$ cat src/rtl/pipeline_stall_ctrl_if.sv
// Hazard/stall/flush bundle between the pipeline and its stall controller.
//   master : pipeline side, drives stall causes and exception requests,
//            receives stall/flush vectors, PC redirect and counters.
//   slave  : controller side (pipeline_stall_ctrl).
// Vector bit map for stall/flush: [0] PC, [1] IF/ID, [2] ID/EXE,
// [3] EXE/MEM, [4] MEM/WB.
interface pipeline_stall_ctrl_if #(
    parameter int unsigned PC_W  = 32,
    parameter int unsigned CNT_W = 32
);
    logic             stcl_lw;
    logic             stcl_jmp;
    logic             ibus_busy;
    logic             dbus_busy;
    logic             div_busy;
    logic             exc_req;
    logic [PC_W-1:0]  exc_pc;
    logic [4:0]       stall;
    logic [4:0]       flush;
    logic             pc_load;
    logic [PC_W-1:0]  flush_pc;
    logic [CNT_W-1:0] stall_cnt;
    logic [CNT_W-1:0] hazard_cnt;

    modport master (
        output stcl_lw, stcl_jmp, ibus_busy, dbus_busy, div_busy, exc_req, exc_pc,
        input  stall, flush, pc_load, flush_pc, stall_cnt, hazard_cnt
    );

    modport slave (
        input  stcl_lw, stcl_jmp, ibus_busy, dbus_busy, div_busy, exc_req, exc_pc,
        output stall, flush, pc_load, flush_pc, stall_cnt, hazard_cnt
    );
endinterface

$ cat src/rtl/pipeline_stall_ctrl.sv
// Central stall/flush controller. Merges ID hazard stalls, AXI bus and
// divider busy stalls and exception redirects into per-register stall and
// flush vectors plus a PC redirect. An exception raised while an AXI
// transfer is outstanding is parked (HOLD) until both buses are idle, then
// issued as a one-cycle flush (FLUSH).
// Ports:
//   clk, rst_n : clock, asynchronous active-low reset
//   bus        : pipeline_stall_ctrl_if.slave (causes in, stall/flush,
//                pc_load/flush_pc and performance counters out)
// stall/flush/pc_load/flush_pc are combinational from state and inputs.
module pipeline_stall_ctrl #(
    parameter int unsigned PC_W  = 32,
    parameter int unsigned CNT_W = 32
) (
    input logic                  clk,
    input logic                  rst_n,
    pipeline_stall_ctrl_if.slave bus
);

    localparam int unsigned NSTG = 5;

    localparam logic [NSTG-1:0] VEC_NONE   = 5'b00000;
    localparam logic [NSTG-1:0] VEC_ALL    = 5'b11111;
    localparam logic [NSTG-1:0] ST_MEM     = 5'b01111;
    localparam logic [NSTG-1:0] FL_MEM     = 5'b10000;
    localparam logic [NSTG-1:0] ST_EXE     = 5'b00111;
    localparam logic [NSTG-1:0] FL_EXE     = 5'b01000;
    localparam logic [NSTG-1:0] ST_ID      = 5'b00011;
    localparam logic [NSTG-1:0] FL_ID      = 5'b00100;
    localparam logic [NSTG-1:0] ST_IF      = 5'b00001;
    localparam logic [NSTG-1:0] FL_IF      = 5'b00010;

    typedef enum logic [1:0] {
        ST_RUN   = 2'd0,
        ST_HOLD  = 2'd1,
        ST_FLUSH = 2'd2
    } state_e;

    state_e           state_q, state_d;
    logic [PC_W-1:0]  tgt_q, tgt_d;
    logic [CNT_W-1:0] stall_cnt_q, stall_cnt_d;
    logic [CNT_W-1:0] hazard_cnt_q, hazard_cnt_d;

    logic [NSTG-1:0]  stall_c;
    logic [NSTG-1:0]  flush_c;
    logic             pc_load_c;
    logic [PC_W-1:0]  flush_pc_c;
    logic             hazard_win_c;
    logic             bus_busy_c;

    // Cause arbitration, next state and zero-latency stall/flush outputs.
    always_comb begin
        state_d      = state_q;
        tgt_d        = tgt_q;
        stall_c      = VEC_NONE;
        flush_c      = VEC_NONE;
        pc_load_c    = 1'b0;
        flush_pc_c   = '0;
        hazard_win_c = 1'b0;
        bus_busy_c   = bus.ibus_busy | bus.dbus_busy;

        // Outputs are forced quiet while reset is held, whatever the inputs.
        if (rst_n) begin
            case (state_q)
                ST_RUN: begin
                    if (bus.exc_req && !bus_busy_c) begin
                        flush_c    = VEC_ALL;
                        pc_load_c  = 1'b1;
                        flush_pc_c = bus.exc_pc;
                    end else if (bus.exc_req) begin
                        // Park the redirect until the AXI transfers drain.
                        stall_c = VEC_ALL;
                        tgt_d   = bus.exc_pc;
                        state_d = ST_HOLD;
                    end else if (bus.dbus_busy) begin
                        // ID/EXE holds too, so a coincident load-use stall loses nothing.
                        stall_c = ST_MEM;
                        flush_c = FL_MEM;
                    end else if (bus.div_busy) begin
                        stall_c = ST_EXE;
                        flush_c = FL_EXE;
                    end else if (bus.stcl_lw || bus.stcl_jmp) begin
                        // Already covers the PC hold an ibus stall would need.
                        stall_c      = ST_ID;
                        flush_c      = FL_ID;
                        hazard_win_c = 1'b1;
                    end else if (bus.ibus_busy) begin
                        stall_c = ST_IF;
                        flush_c = FL_IF;
                    end
                end

                ST_HOLD: begin
                    // Later exception requests and non-bus stalls are ignored here.
                    stall_c = VEC_ALL;
                    if (!bus_busy_c) begin
                        state_d = ST_FLUSH;
                    end
                end

                ST_FLUSH: begin
                    flush_c    = VEC_ALL;
                    pc_load_c  = 1'b1;
                    flush_pc_c = tgt_q;
                    state_d    = ST_RUN;
                end

                default: begin
                    state_d = ST_RUN;
                end
            endcase
        end
    end

    // Saturating performance counters.
    always_comb begin
        stall_cnt_d  = stall_cnt_q;
        hazard_cnt_d = hazard_cnt_q;
        if (stall_c[0] && (stall_cnt_q != {CNT_W{1'b1}})) begin
            stall_cnt_d = stall_cnt_q + CNT_W'(1);
        end
        if (hazard_win_c && (hazard_cnt_q != {CNT_W{1'b1}})) begin
            hazard_cnt_d = hazard_cnt_q + CNT_W'(1);
        end
    end

    // State, latched redirect target and counters.
    always_ff @(posedge clk or negedge rst_n) begin
        if (!rst_n) begin
            state_q      <= ST_RUN;
            tgt_q        <= '0;
            stall_cnt_q  <= '0;
            hazard_cnt_q <= '0;
        end else begin
            state_q      <= state_d;
            tgt_q        <= tgt_d;
            stall_cnt_q  <= stall_cnt_d;
            hazard_cnt_q <= hazard_cnt_d;
        end
    end

    assign bus.stall      = stall_c;
    assign bus.flush      = flush_c;
    assign bus.pc_load    = pc_load_c;
    assign bus.flush_pc   = flush_pc_c;
    assign bus.stall_cnt  = stall_cnt_q;
    assign bus.hazard_cnt = hazard_cnt_q;

endmodule

$ cat src/flat_wrapper.sv
// flat-port wrapper written by rule: the top's interface ports become plain ports
module pipeline_stall_ctrl_flat 
#(
    parameter int unsigned PC_W  = 32,
    parameter int unsigned CNT_W = 32
)
  (clk, rst_n, bus_stcl_lw, bus_stcl_jmp, bus_ibus_busy, bus_dbus_busy, bus_div_busy, bus_exc_req, bus_exc_pc, bus_stall, bus_flush, bus_pc_load, bus_flush_pc, bus_stall_cnt, bus_hazard_cnt);
  pipeline_stall_ctrl_if #(.PC_W(PC_W), .CNT_W(CNT_W)) bus_i ();
  input logic clk;
  input logic rst_n;
  input wire logic [$bits(bus_i.stcl_lw)-1:0] bus_stcl_lw;
  input wire logic [$bits(bus_i.stcl_jmp)-1:0] bus_stcl_jmp;
  input wire logic [$bits(bus_i.ibus_busy)-1:0] bus_ibus_busy;
  input wire logic [$bits(bus_i.dbus_busy)-1:0] bus_dbus_busy;
  input wire logic [$bits(bus_i.div_busy)-1:0] bus_div_busy;
  input wire logic [$bits(bus_i.exc_req)-1:0] bus_exc_req;
  input wire logic [$bits(bus_i.exc_pc)-1:0] bus_exc_pc;
  output wire logic [$bits(bus_i.stall)-1:0] bus_stall;
  output wire logic [$bits(bus_i.flush)-1:0] bus_flush;
  output wire logic [$bits(bus_i.pc_load)-1:0] bus_pc_load;
  output wire logic [$bits(bus_i.flush_pc)-1:0] bus_flush_pc;
  output wire logic [$bits(bus_i.stall_cnt)-1:0] bus_stall_cnt;
  output wire logic [$bits(bus_i.hazard_cnt)-1:0] bus_hazard_cnt;
  assign bus_i.stcl_lw = bus_stcl_lw;
  assign bus_i.stcl_jmp = bus_stcl_jmp;
  assign bus_i.ibus_busy = bus_ibus_busy;
  assign bus_i.dbus_busy = bus_dbus_busy;
  assign bus_i.div_busy = bus_div_busy;
  assign bus_i.exc_req = bus_exc_req;
  assign bus_i.exc_pc = bus_exc_pc;
  assign bus_stall = bus_i.stall;
  assign bus_flush = bus_i.flush;
  assign bus_pc_load = bus_i.pc_load;
  assign bus_flush_pc = bus_i.flush_pc;
  assign bus_stall_cnt = bus_i.stall_cnt;
  assign bus_hazard_cnt = bus_i.hazard_cnt;
  pipeline_stall_ctrl #(.PC_W(PC_W), .CNT_W(CNT_W)) u_core (.clk(clk), .rst_n(rst_n), .bus(bus_i));
endmodule
$ cat config.mk
export PLATFORM = sky130hd
export DESIGN_NAME = pipeline_stall_ctrl_flat
export DESIGN_NICKNAME = d
export VERILOG_FILES = /design/src/rtl/pipeline_stall_ctrl_if.sv /design/src/rtl/pipeline_stall_ctrl.sv /design/src/flat_wrapper.sv
export SDC_FILE = /design/constraint.sdc
export NUM_CORES = 1
export LEC_CHECK = 0
export ABC_AREA = 1
export ABC_CLOCK_PERIOD_IN_PS = 2100
export BUFFER_PORTS_ARGS = -buffer_cell sky130_fd_sc_hd__buf_2
export CAP_MARGIN = 20
export CELL_PAD_IN_SITES_DETAIL_PLACEMENT = 1
export CELL_PAD_IN_SITES_GLOBAL_PLACEMENT = 1
export CORE_MARGIN = 10
export CORE_UTILIZATION = 39
export CTS_CLUSTER_DIAMETER = 100
export DETAILED_ROUTE_END_ITERATION = 16
export PLACE_DENSITY = 0.91
export SETUP_SLACK_MARGIN = 0.5
export SLEW_MARGIN = 10
export SYNTH_ARGS = -nofsm -noshare
export SYNTH_HDL_FRONTEND = slang
export SYNTH_SLANG_ARGS = --single-unit
$ cat constraint.sdc
create_clock -name clk -period 2.1 [get_ports clk]
set_input_delay 0.315 -clock clk [delete_from_list [all_inputs] [get_ports clk]]
set_output_delay 0.315 -clock clk [all_outputs]
set_load 0.01 [all_outputs]
==> impl_results.md, run 1 <==
- GPL Wtd Cong: 0.853
- Clock Power Share: 0.283
- Longest Clk Path Bufs: 2
- Final Hold Viols: 0
- Final setup viols: 0
- Peak VDD IR: 0.430 mV
- Flop pwr share: 0.410
- Critical Path AT: 1.74 ns
- Final period utilization: 0.978
- Total wire length: 28900 um
- # DRC: 0
- Rows: 46
- Delay-heaviest family, CP: buffers and inverters
- Top post-synthesis cells by area: dfrtp_1 39%, nand2_1 21%, nor2_1 8.2%
- Final ANT Viol Nets: 0
- Hold crit path type: in2async
- Port Buf Inserts: 146
- Initial DRC count: 638
- Placed inst area: 7390 sq um
- HPWL after DPL: 16500 um
- P_int: 4.23 mW
- Synth top area share: 0.389
- IO Count: 147
- Pwr Density: 751 nW/um^2
- Footprint of the multi-input gates: 3730 sq um
- Post-Route Utilization: 0.546
- Sequential fraction of the synthesis area: 0.389
- CP Data Required Time: 1.78 ns
- Synth warn: 0
- Worst-path cell chain: inv_1 -> nor2_4 -> buf_6 -> a22oi_1 -> nor2_1 -> buf_2
- Mapped Area: 6310 sq um
- Effective utilization at floorplan: 0.397
- Synth Register Bits: 98
- Fmax: 487 MHz
- Crit path max fanout: 9
- Kind of critical path: reg2out
- Slew @ Worst Pin: 0.599 ns
- Root Driver: clkbuf_16
- DIE AREA: 21700 sq um
- First-pass GRT wire length: 41800 um
- Tmin final: 2.05 ns
- Post-Place Cells: 1244
- Slew HR: 0.601
- Worst path max stage delay: 0.45 ns
- DR vias/cell: 5.54
- Slowest-stage cell, CP: dfrtp_2
- Status: finished clean
- H-Tree Depth: 3
- Share of cells above drive strength 1: 0.346
- Vias: 7369
- Die width: 147 um
- Switching pwr: 2.28 mW
- Final slew viol count: 0
- Via count of the first global-routing pass: 7628
- Yosys top cell by area: dfrtp_1
- Max cap viols: 0
- Die H: 147 um
- Ys async rst share: 1.00
- First-pass detailed-route iteration total: 5
- Layout Skew: 0.0192 ns
- Total global-route track usage: 0.237
- Net Sw Frac: 0.350
- Worst skew pair latency: 0.37 ns
- RSZ-0062 raised after global routing: true
- Clock-pin slew on the worst setup and hold paths: 0.07 ns
- Comb power frac: 0.306
- Initial antenna violation count: 0
- Hold Slack: 0.0978 ns
- Nature of the critical path startpoint: flop
- Cells after Synth: 883
- Register area: 2500 sq um
- Most instantiated library cell after synthesis: nand2_1
- Syn nets: 925
- Nets: 1150
- Remaining Overflow, GRT: 0
- # fillers: 2058
- Syn avg cell area: 7.14 sq um
- EDFF count, synth: 0
- Post-synth top cells: 348 x nand2_1, 138 x nor2_1, 98 x dfrtp_1
- CTS tree: done
- PnR worst setup slack: 0.0455 ns
- Post-Layout Inst Area: 8670 sq um
- Area growth, synth to finish: 37.4%
- Buf/Inv on CP: 3
- Diodes inserted: 0
- Post-Place Worst Slack: 0.131 ns
- # clock sinks: 98
- Crit end category: output port
- Avg WL per Cell: 21.7 um
- Largest net degree at the start of global routing: 97
- CTS buffer count: 9
- Post-synth top flop: dfrtp_1
- Lkg Pwr: 4.21 nW
- Core ar.: 15900 sq um
- Count of cell types in the netlist: 34
- Non-Filler Instances: 1329
-- layout make-up --
class | count | area share
sequential | 98 | 0.289
multi-input combinational | 711 | 0.430
clock inverter | 5 | 0.00924
tap | 216 | 0.0312
timing repair buffer | 238 | 0.190
clock buffer | 11 | 0.0268
inverter | 50 | 0.0238
-- timing repair --
action / in CTS / in global routing
pin swaps: 9 / 8
resized for setup: 71 / 46
hold buffers: 1 / 0
setup buffers: 45 / 13
hold endpoints to repair: 2 / 0
gates cloned: 8 / 2
endpoints found under the setup margin: 139 / 139
-- per-layer routing --
metal / global-route usage / wire length [um] / up-vias
met4: 0.102 / 1000 / 0
met1: 0.275 / 11400 / 3701
met5: 0 / 0 / -
met3: 0.0412 / 1690 / 76
met2: 0.418 / 14800 / 319
li1: - / - / 3273
-- worst reg2reg max path, cell delays in order (launching register included) --
cell and delay, ns:
dfrtp_1 0.43, buf_4 0.18, nand2_1 0.10, nor2_1 0.26, nand2_1 0.15, nor2_1 0.21
nand2_1 0.15, nand2_1 0.11, nand2_1 0.07, nand2_1 0.07, nand2_1 0.05
-- through the flow --
step | power, mW | setup TNS, ns
floorplan | 3.61 | 0
global placement | 4.12 | 0
detailed placement | 4.23 | 0
CTS | 6.29 | 0
global route | 6.79 | -0.105
finish | 6.51 | 0
-- power by group through the flow --
| stage | registers, mW | clock network [mW] | logic, mW |
|---|---|---|---|
| 3_3_place_gp | 2.62 | 0 | 1.50 |
| 4_1_cts | 2.61 | 1.83 | 1.85 |
| 6_report | 2.67 | 1.84 | 1.99 |
| 2_1_floorplan | 2.61 | 0 | 0.995 |
| 3_5_place_dp | 2.67 | 0 | 1.57 |
| 5_1_grt | 2.70 | 1.93 | 2.15 |
-- state kept, by name (all words and copies together) (netlist names) --
register               cells
u_core.bus.hazard_cnt     32
u_core.bus.stall_cnt      32
u_core.tgt_q              32
u_core.state_q             2
-- placed cells by master (no fill, tap or decap), drive strengths merged, types with 2 or more instances in the layout --
| master | Yosys | layout |
|---|---|---|
| xnor2 | 18 | 18 |
| o21ai | 12 | 12 |
| a22oi | 32 | 32 |
| nand3 | 62 | 62 |
| bufinv | 0 | 2 |
| xor2 | 9 | 9 |
| clkinvlp | 0 | 2 |
| dfrtp | 98 | 98 |
| a21oi | 7 | 7 |
| ha | 2 | 2 |
| inv | 50 | 50 |
| clkbuf | 6 | 12 |
| nand4 | 7 | 7 |
| nand3b | 13 | 13 |
| nor3 | 3 | 3 |
| nor2 | 146 | 146 |
| buf | 21 | 236 |
| nand2 | 364 | 367 |
| mux2 | 32 | 32 |
-- cell families after synthesis --
family / count (synthesis) / share of synthesized area
AOI/OAI and AO/OA: 51 / 0.0532
DFF: 98 / 0.389
adders and majority gates: 2 / 0.00397
buffers and inverters: 77 / 0.0591
and+or+nand+nor: 596 / 0.400
xor gates and xnor gates: 27 / 0.0375
muxes: 32 / 0.0571
-- worst paths after layout --
| path | start | to | slack (ns) | depth (start not counted) |
|---|---|---|---|---|
| setup / recovery | u_core.state_q[1]$_DFFE_PN0P_ | bus_flush_pc[20] | 0.05 | 6 |
| setup reg to reg | u_core.bus.hazard_cnt[15]$_DFFE_PN0P_ | u_core.bus.hazard_cnt[17]$_DFFE_PN0P_ | 0.21 | 10 |
| max in group asynchronous | rst_n | u_core.state_q[0]$_DFFE_PN0P_ | 1.46 | 2 |
| hold reg to reg | u_core.tgt_q[29]$_DFFE_PN0P_ | u_core.tgt_q[29]$_DFFE_PN0P_ | 0.50 | 1 |
| hold / removal | rst_n | u_core.bus.hazard_cnt[31]$_DFFE_PN0P_ | 0.1 | 2 |
| min in group clk | bus_exc_pc[29] | u_core.tgt_q[29]$_DFFE_PN0P_ | 0.19 | 2 |
(Power assumes the default switching activity.)
==> inputs of run 2 (changes only) <==
--- a/config.mk
+++ b/config.mk
@@ -15,7 +15,7 @@
 export CORE_UTILIZATION = 39
 export CTS_CLUSTER_DIAMETER = 100
 export DETAILED_ROUTE_END_ITERATION = 16
-export PLACE_DENSITY = 0.91
+export PLACE_DENSITY = 0.78
 export SETUP_SLACK_MARGIN = 0.5
 export SLEW_MARGIN = 10
 export SYNTH_ARGS = -nofsm -noshare
==> run 2 against run 1 <==
  * The run now ends with setup timing left
  * Register-to-register slack got worse by 0.09 ns
  * Critical path depth is the same
  * Setup slack got worse by 0.16 ns
  * Clock power increased by 11%
  * Clock skew down 0.0062 ns
  * Worst hold slack worse by 0.0012 ns
  * Largest power group is now combinational logic
  * Highest routed layer unchanged
==> impl_results.md, run 2 (synthesis gave the netlist of run 1 again) <==
- HPWL after DPL: 16300 um (-1.5%)
- Worst skew pair latency: 0.36 ns (about the same)
- Nets: 1173 (+2.0%)
- Total wire length: 32900 um (+14%)
- Area growth, synth to finish: 56.3%
- Die width: 147 um (unchanged)
- DIE AREA: 21700 sq um (unchanged)
- Largest net degree at the start of global routing: 86 (-11%)
- Post-Route Utilization: 0.621 (+0.0749)
- Comb power frac: 0.370 (+0.064)
- # DRC: 0 (unchanged)
- CTS tree: done
- Nature of the critical path startpoint: flop
- Final slew viol count: 0 (unchanged)
- Worst-path cell chain: nor2_4 -> buf_6 -> buf_8 -> a22oi_1 -> nor2_1 -> buf_2
- Delay-heaviest family, CP: flip-flops
- Most frequent cells in the layout: 271 x nand2_1, 139 x buf_2, 115 x nor2_1, 69 x buf_4, 64 x dfrtp_1
- Layout Skew: 0.0130 ns (-0.00620 ns)
- Flop pwr share: 0.359 (-0.051)
- Fmax: 452 MHz (-7.1%)
- Tmin final: 2.21 ns (+0.157 ns)
- Initial antenna violation count: 0 (unchanged)
- GPL Wtd Cong: 0.819 (-4.0%)
- PnR worst setup slack: -0.112 ns (-0.157 ns)
- Initial DRC count: 659 (+3.3%)
- Core ar.: 15900 sq um (unchanged)
- Vias: 7676 (+4.2%)
- H-Tree Depth: 3 (unchanged)
- Violated checks: setup timing
- Hold crit path type: in2async
- Switching pwr: 2.80 mW (+23%)
- CP Data Required Time: 1.78 ns (about the same)
- Crit path max fanout: 8 (-1)
- Die H: 147 um (unchanged)
- Longest Clk Path Bufs: 2 (unchanged)
- Crit end category: output port
- First-pass detailed-route iteration total: 5 (unchanged)
- Net Sw Frac: 0.370 (+0.0199)
- First-pass GRT wire length: 42500 um (+1.7%)
- Max cap viols: 0 (unchanged)
- Pwr Total: 7.59 mW (+17%)
- Pwr Density: 770 nW/um^2 (+2.5%)
- Most common cell after layout, fill and taps aside: nand2_1
- Kind of critical path: reg2out
- Lkg Pwr: 4.90 nW (+16%)
- Share of cells above drive strength 1: 0.470 (+0.124)
- Slowest-stage cell, CP: dfrtp_2
- Final ANT Viol Nets: 0 (unchanged)
- IO Count: 147 (unchanged)
- # clock sinks: 98 (unchanged)
- Total global-route track usage: 0.244 (+0.00713)
- Effective utilization at floorplan: 0.397 (unchanged)
- Remaining Overflow, GRT: 0 (unchanged)
- DR vias/cell: 5.67 (+2.3%)
- Worst path max stage delay: 0.50 ns (+0.05 ns)
- Port Buf Inserts: 146 (unchanged)
- Peak VDD IR: 0.449 mV (+4.3%)
- Rows: 46 (unchanged)
- Final period utilization: 1.05 (+0.0748)
- Avg WL per Cell: 24.3 um (+12%)
- Final Hold Viols: 0 (unchanged)
- Clock Power Share: 0.271 (-0.012)
- Slew @ Worst Pin: 0.502 ns (-0.0965 ns)
- Critical Path AT: 1.90 ns (+0.16 ns)
- Status: finished with violations
- Buf/Inv on CP: 3 (unchanged)
- RSZ-0062 raised after global routing: true
- CTS buffer count: 9 (unchanged)
- P_int: 4.78 mW (+13%)
- Clock-pin slew on the worst setup and hold paths: 0.08 ns (about the same)
- Via count of the first global-routing pass: 7638 (+0.13%)
- Final setup viols: 3 (+3)
- Slew HR: 0.664 (+0.0631)
- Root Driver: clkbuf_16
run 2: worst paths after layout:
check | cells past startpoint | from | slack (ns) | to
worst max-delay path | 6 | u_core.state_q[0]$_DFFE_PN0P_ | -0.11 | bus_flush_pc[27]
worst min-delay path | 2 | rst_n | 0.1 | u_core.bus.hazard_cnt[9]$_DFFE_PN0P_
worst max register to register | 9 | u_core.state_q[1]$_DFFE_PN0P_ | 0.12 | u_core.bus.hazard_cnt[14]$_DFFE_PN0P_
worst min register to register | 1 | u_core.tgt_q[29]$_DFFE_PN0P_ | 0.52 | u_core.tgt_q[29]$_DFFE_PN0P_
max in group asynchronous | 3 | rst_n | 1.04 | u_core.bus.stall_cnt[26]$_DFFE_PN0P_
min in group clk | 2 | bus_exc_pc[6] | 0.18 | u_core.tgt_q[6]$_DFFE_PN0P_
run 2: metal layers:
metal  share of wire  GRT usage  vias to the layer above
met5               0          0                        -
met3           0.065     0.0378                      113
met4           0.044      0.103                        0
met2            0.52      0.440                      423
met1            0.38      0.279                     3812
li1                -          -                     3328
run 2: through the flow:
stage / setup TNS [ns] / instances / cell area [sq um] / hold slack [ns] / setup WS (ns)
final: -0.183 / 1353 / 9860 / 0.0965 / -0.112
after global routing: -0.383 / 1352 / 9860 / 0.125 / -0.190
after CTS: 0 / 1329 / 8880 / 0.106 / 0.168
after detailed placement: 0 / 1246 / 7400 / 0.374 / 0.134
after global placement: 0 / 1246 / 7400 / 0.375 / 0.222
after floorplan: 0 / 883 / 6340 / 0.0194 / 0.501
run 2: power by group through the flow:
stage	Clock [mW]	Combinational (mW)	Sequential (mW)
final	2.05	2.81	2.73
after global routing	2.15	2.95	2.75
after CTS	2.01	2.15	2.63
after detailed placement	0	1.54	2.67
after global placement	0	1.49	2.64
after floorplan	0	0.995	2.61
run 2: final cells by class:
cell class                 count  area, sq um
antenna                        1         2.50
clock buffer                   9          225
clock inverter                 7          124
fill                        1907         6030
inverter                      50          221
multi-input combinational    712         4410
sequential                    98         2490
tap                          216          270
timing repair buffer         257         2040
timing repair inverter         3         76.3
run 2: timing repair:
action | CTS | global route
gates resized for setup | 135 | 192
hold endpoints to repair | 1 | 0
gates cloned | 13 | 8
pin swaps | 27 | 79
setup endpoints to repair | 138 | 139
buffers inserted | 50 | 15
hold buffers | 4 | 0
==> inputs of run 3 (changes only) <==
--- a/config.mk
+++ b/config.mk
@@ -15,7 +15,7 @@
 export CORE_UTILIZATION = 39
 export CTS_CLUSTER_DIAMETER = 100
 export DETAILED_ROUTE_END_ITERATION = 16
-export PLACE_DENSITY = 0.78
+export PLACE_DENSITY = 0.83
 export SETUP_SLACK_MARGIN = 0.5
 export SLEW_MARGIN = 10
 export SYNTH_ARGS = -nofsm -noshare
==> run 3 against run 2 <==
  * The flow now finishes without violations
  * Routed wire length shrank 24%
  * Critical path depth is the same
  * Clock power shrank 3%
  * First-iteration DRC count shrank 34%
  * Clock skew shrank 0.0046 ns
  * Maximum frequency grew 6.8%
  * Combinational power shrank 21%
  * Worst hold slack lost 0.055 ns
  * Critical endpoint is now bus_flush_pc[14]
==> impl_results.md, run 3 (synthesis gave the netlist of run 1 again) <==
- Hold Slack: 0.0415 ns (-0.0550 ns)
- Total global-route track usage: 0.210 (-0.0338)
- Tmin final: 2.07 ns (-0.140 ns)
- Kind of critical path: reg2out
- Die H: 147 um (unchanged)
- Crit path max fanout: 8 (unchanged)
- Worst-path cell chain: nor3_4 -> buf_6 -> buf_8 -> a22oi_2 -> nor2_1 -> buf_2
- PnR worst setup slack: 0.0284 ns (+0.140 ns)
- Final period utilization: 0.986 (-0.0667)
- Post-Place Cells: 1245 (-0.080%)
- Area growth, synth to finish: 34.5%
- # fillers: 2034 (+6.7%)
- Final ANT Viol Nets: 0 (unchanged)
- Longest Clk Path Bufs: 2 (unchanged)
- Grt met3 use: 0.0402 (+0.00246)
- Pwr Total: 6.86 mW (-9.6%)
- RSZ-0062 raised after global routing: true
- Nature of the critical path startpoint: flop
- # DRC: 0 (unchanged)
- Share of cells above drive strength 1: 0.314 (-0.156)
- Slowest-stage cell, CP: dfrtp_2
- Lkg Pwr: 4.13 nW (-16%)
- Met1 Usage GRT: 0.259 (-0.0206)
- Most common cell after layout, fill and taps aside: nand2_1
- CTS tree: done
- First-pass detailed-route iteration total: 5 (unchanged)
- Final slew viol count: 0 (unchanged)
- CP Data Required Time: 1.78 ns (about the same)
- GRT busiest layer: met2
- Nets: 1124 (-4.2%)
- Worst path max stage delay: 0.46 ns (-0.04 ns)
- Slew @ Worst Pin: 0.657 ns (+0.155 ns)
- Largest net degree at the start of global routing: 48 (-44%)
- M2 GR Usage: 0.368 (-0.0721)
- Slew HR: 0.562 (-0.102)
- Hold crit path type: in2async
- GPL Wtd Cong: 0.843 (+3.0%)
- Fin Setup TNS: 0 ns (+0.183 ns)
- DR vias/cell: 5.21 (-8.2%)
- Avg WL per Cell: 19.1 um (-21%)
- Delay-heaviest family, CP: buffers and inverters
- Port Buf Inserts: 146 (unchanged)
- Fmax: 483 MHz (+6.8%)
- Crit end category: output port
- Max cap viols: 0 (unchanged)
- First-pass GRT wire length: 37300 um (-12%)
- Initial DRC count: 437 (-34%)
- Post-Place Worst Slack: 0.159 ns (+0.0251 ns)
- Placed inst area: 7380 sq um (-0.27%)
- Non-Filler Instances: 1304 (-3.6%)
- # clock sinks: 98 (unchanged)
- Initial antenna violation count: 0 (unchanged)
- Status: finished clean
- Die width: 147 um (unchanged)
- Remaining Overflow, GRT: 0 (unchanged)
- IO Count: 147 (unchanged)
- Buf/Inv on CP: 3 (unchanged)
- Root Driver: clkbuf_16
- Post-Route Utilization: 0.534 (-0.0863)
- Post-Layout Inst Area: 8490 sq um (-14%)
- Rows: 46 (unchanged)
- Final Hold Viols: 0 (unchanged)
- Core ar.: 15900 sq um (unchanged)
- Total wire length: 24900 um (-24%)
- Pwr Density: 808 nW/um^2 (+5.0%)
- Via count of the first global-routing pass: 6933 (-9.2%)
- CTS buffer count: 9 (unchanged)
- Final setup viols: 0 (-3)
- Clock-pin slew on the worst setup and hold paths: 0.07 ns (about the same)
- Effective utilization at floorplan: 0.397 (unchanged)
- Critical Path AT: 1.76 ns (-0.14 ns)
- Layout Skew: 0.00835 ns (-0.00463 ns)
- Most frequent cells in the layout: 340 x nand2_1, 144 x buf_2, 123 x nor2_1, 82 x dfrtp_1, 60 x nand3_1
- Peak VDD IR: 0.521 mV (+16%)
- H-Tree Depth: 3 (unchanged)
- DIE AREA: 21700 sq um (unchanged)
- Worst skew pair latency: 0.36 ns (about the same)
- HPWL after DPL: 16200 um (-0.58%)
- Vias: 6795 (-11%)
[run 3: worst paths after layout]
kind / startpoint / end / slack (ns) / cells past startpoint
worst max register to register: u_core.state_q[1]$_DFFE_PN0P_ / u_core.bus.stall_cnt[2]$_DFFE_PN0P_ / 0.22 / 12
worst min-delay path: rst_n / u_core.tgt_q[13]$_DFFE_PN0P_ / 0.04 / 2
worst max-delay path: u_core.state_q[1]$_DFFE_PN0P_ / bus_flush_pc[14] / 0.03 / 6
worst min register to register: u_core.tgt_q[27]$_DFFE_PN0P_ / u_core.tgt_q[27]$_DFFE_PN0P_ / 0.50 / 1
max in group asynchronous: rst_n / u_core.bus.stall_cnt[11]$_DFFE_PN0P_ / 1.04 / 3
min in group clk: bus_exc_pc[1] / u_core.tgt_q[1]$_DFFE_PN0P_ / 0.19 / 2
[run 3: final cells by class]
type | instances | area [sq um] | area share
Clock buffer | 10 | 239 | 0.0282
Multi-Input combinational cell | 709 | 3740 | 0.440
Timing Repair Buffer | 214 | 1460 | 0.172
Tap cell | 216 | 270 | 0.0318
Clock inverter | 6 | 113 | 0.0133
Inverter | 50 | 193 | 0.0227
Antenna cell | 1 | 2.50 | 0.000295
Sequential cell | 98 | 2470 | 0.291
[run 3: metal layers]
layer  part of all wire  up-vias
li1                   -     3228
met1               0.43     3366
met2               0.51      174
met3              0.049       27
met4              0.015        0
met5                  0        -
[run 3: what timing repair did]
action | 4_1_cts | 5_1_grt
hold endpoints to repair | 3 | 0
hold buffers | 1 | 0
cloned | 4 | 4
gates resized for setup | 57 | 46
setup endpoints to repair | 137 | 139
pin swaps | 14 | 12
setup buffers | 22 | 11
[run 3: worst reg2reg max path, cell delays in order (launching register included)]
cell	delay, ns
dfrtp_2	0.46
buf_6	0.14
buf_6	0.11
a21oi_4	0.14
nand2_1	0.08
nand2_1	0.08
nand2_2	0.07
nand2_4	0.09
buf_4	0.11
buf_4	0.17
nand2_8	0.13
nand2_1	0.11
nand2_1	0.07
[run 3: where the power goes]
part           total [mW]  switching [mW]  internal [mW]
clock network        1.99           0.792           1.20
logic                2.21            1.17           1.05
registers            2.65           0.352           2.30
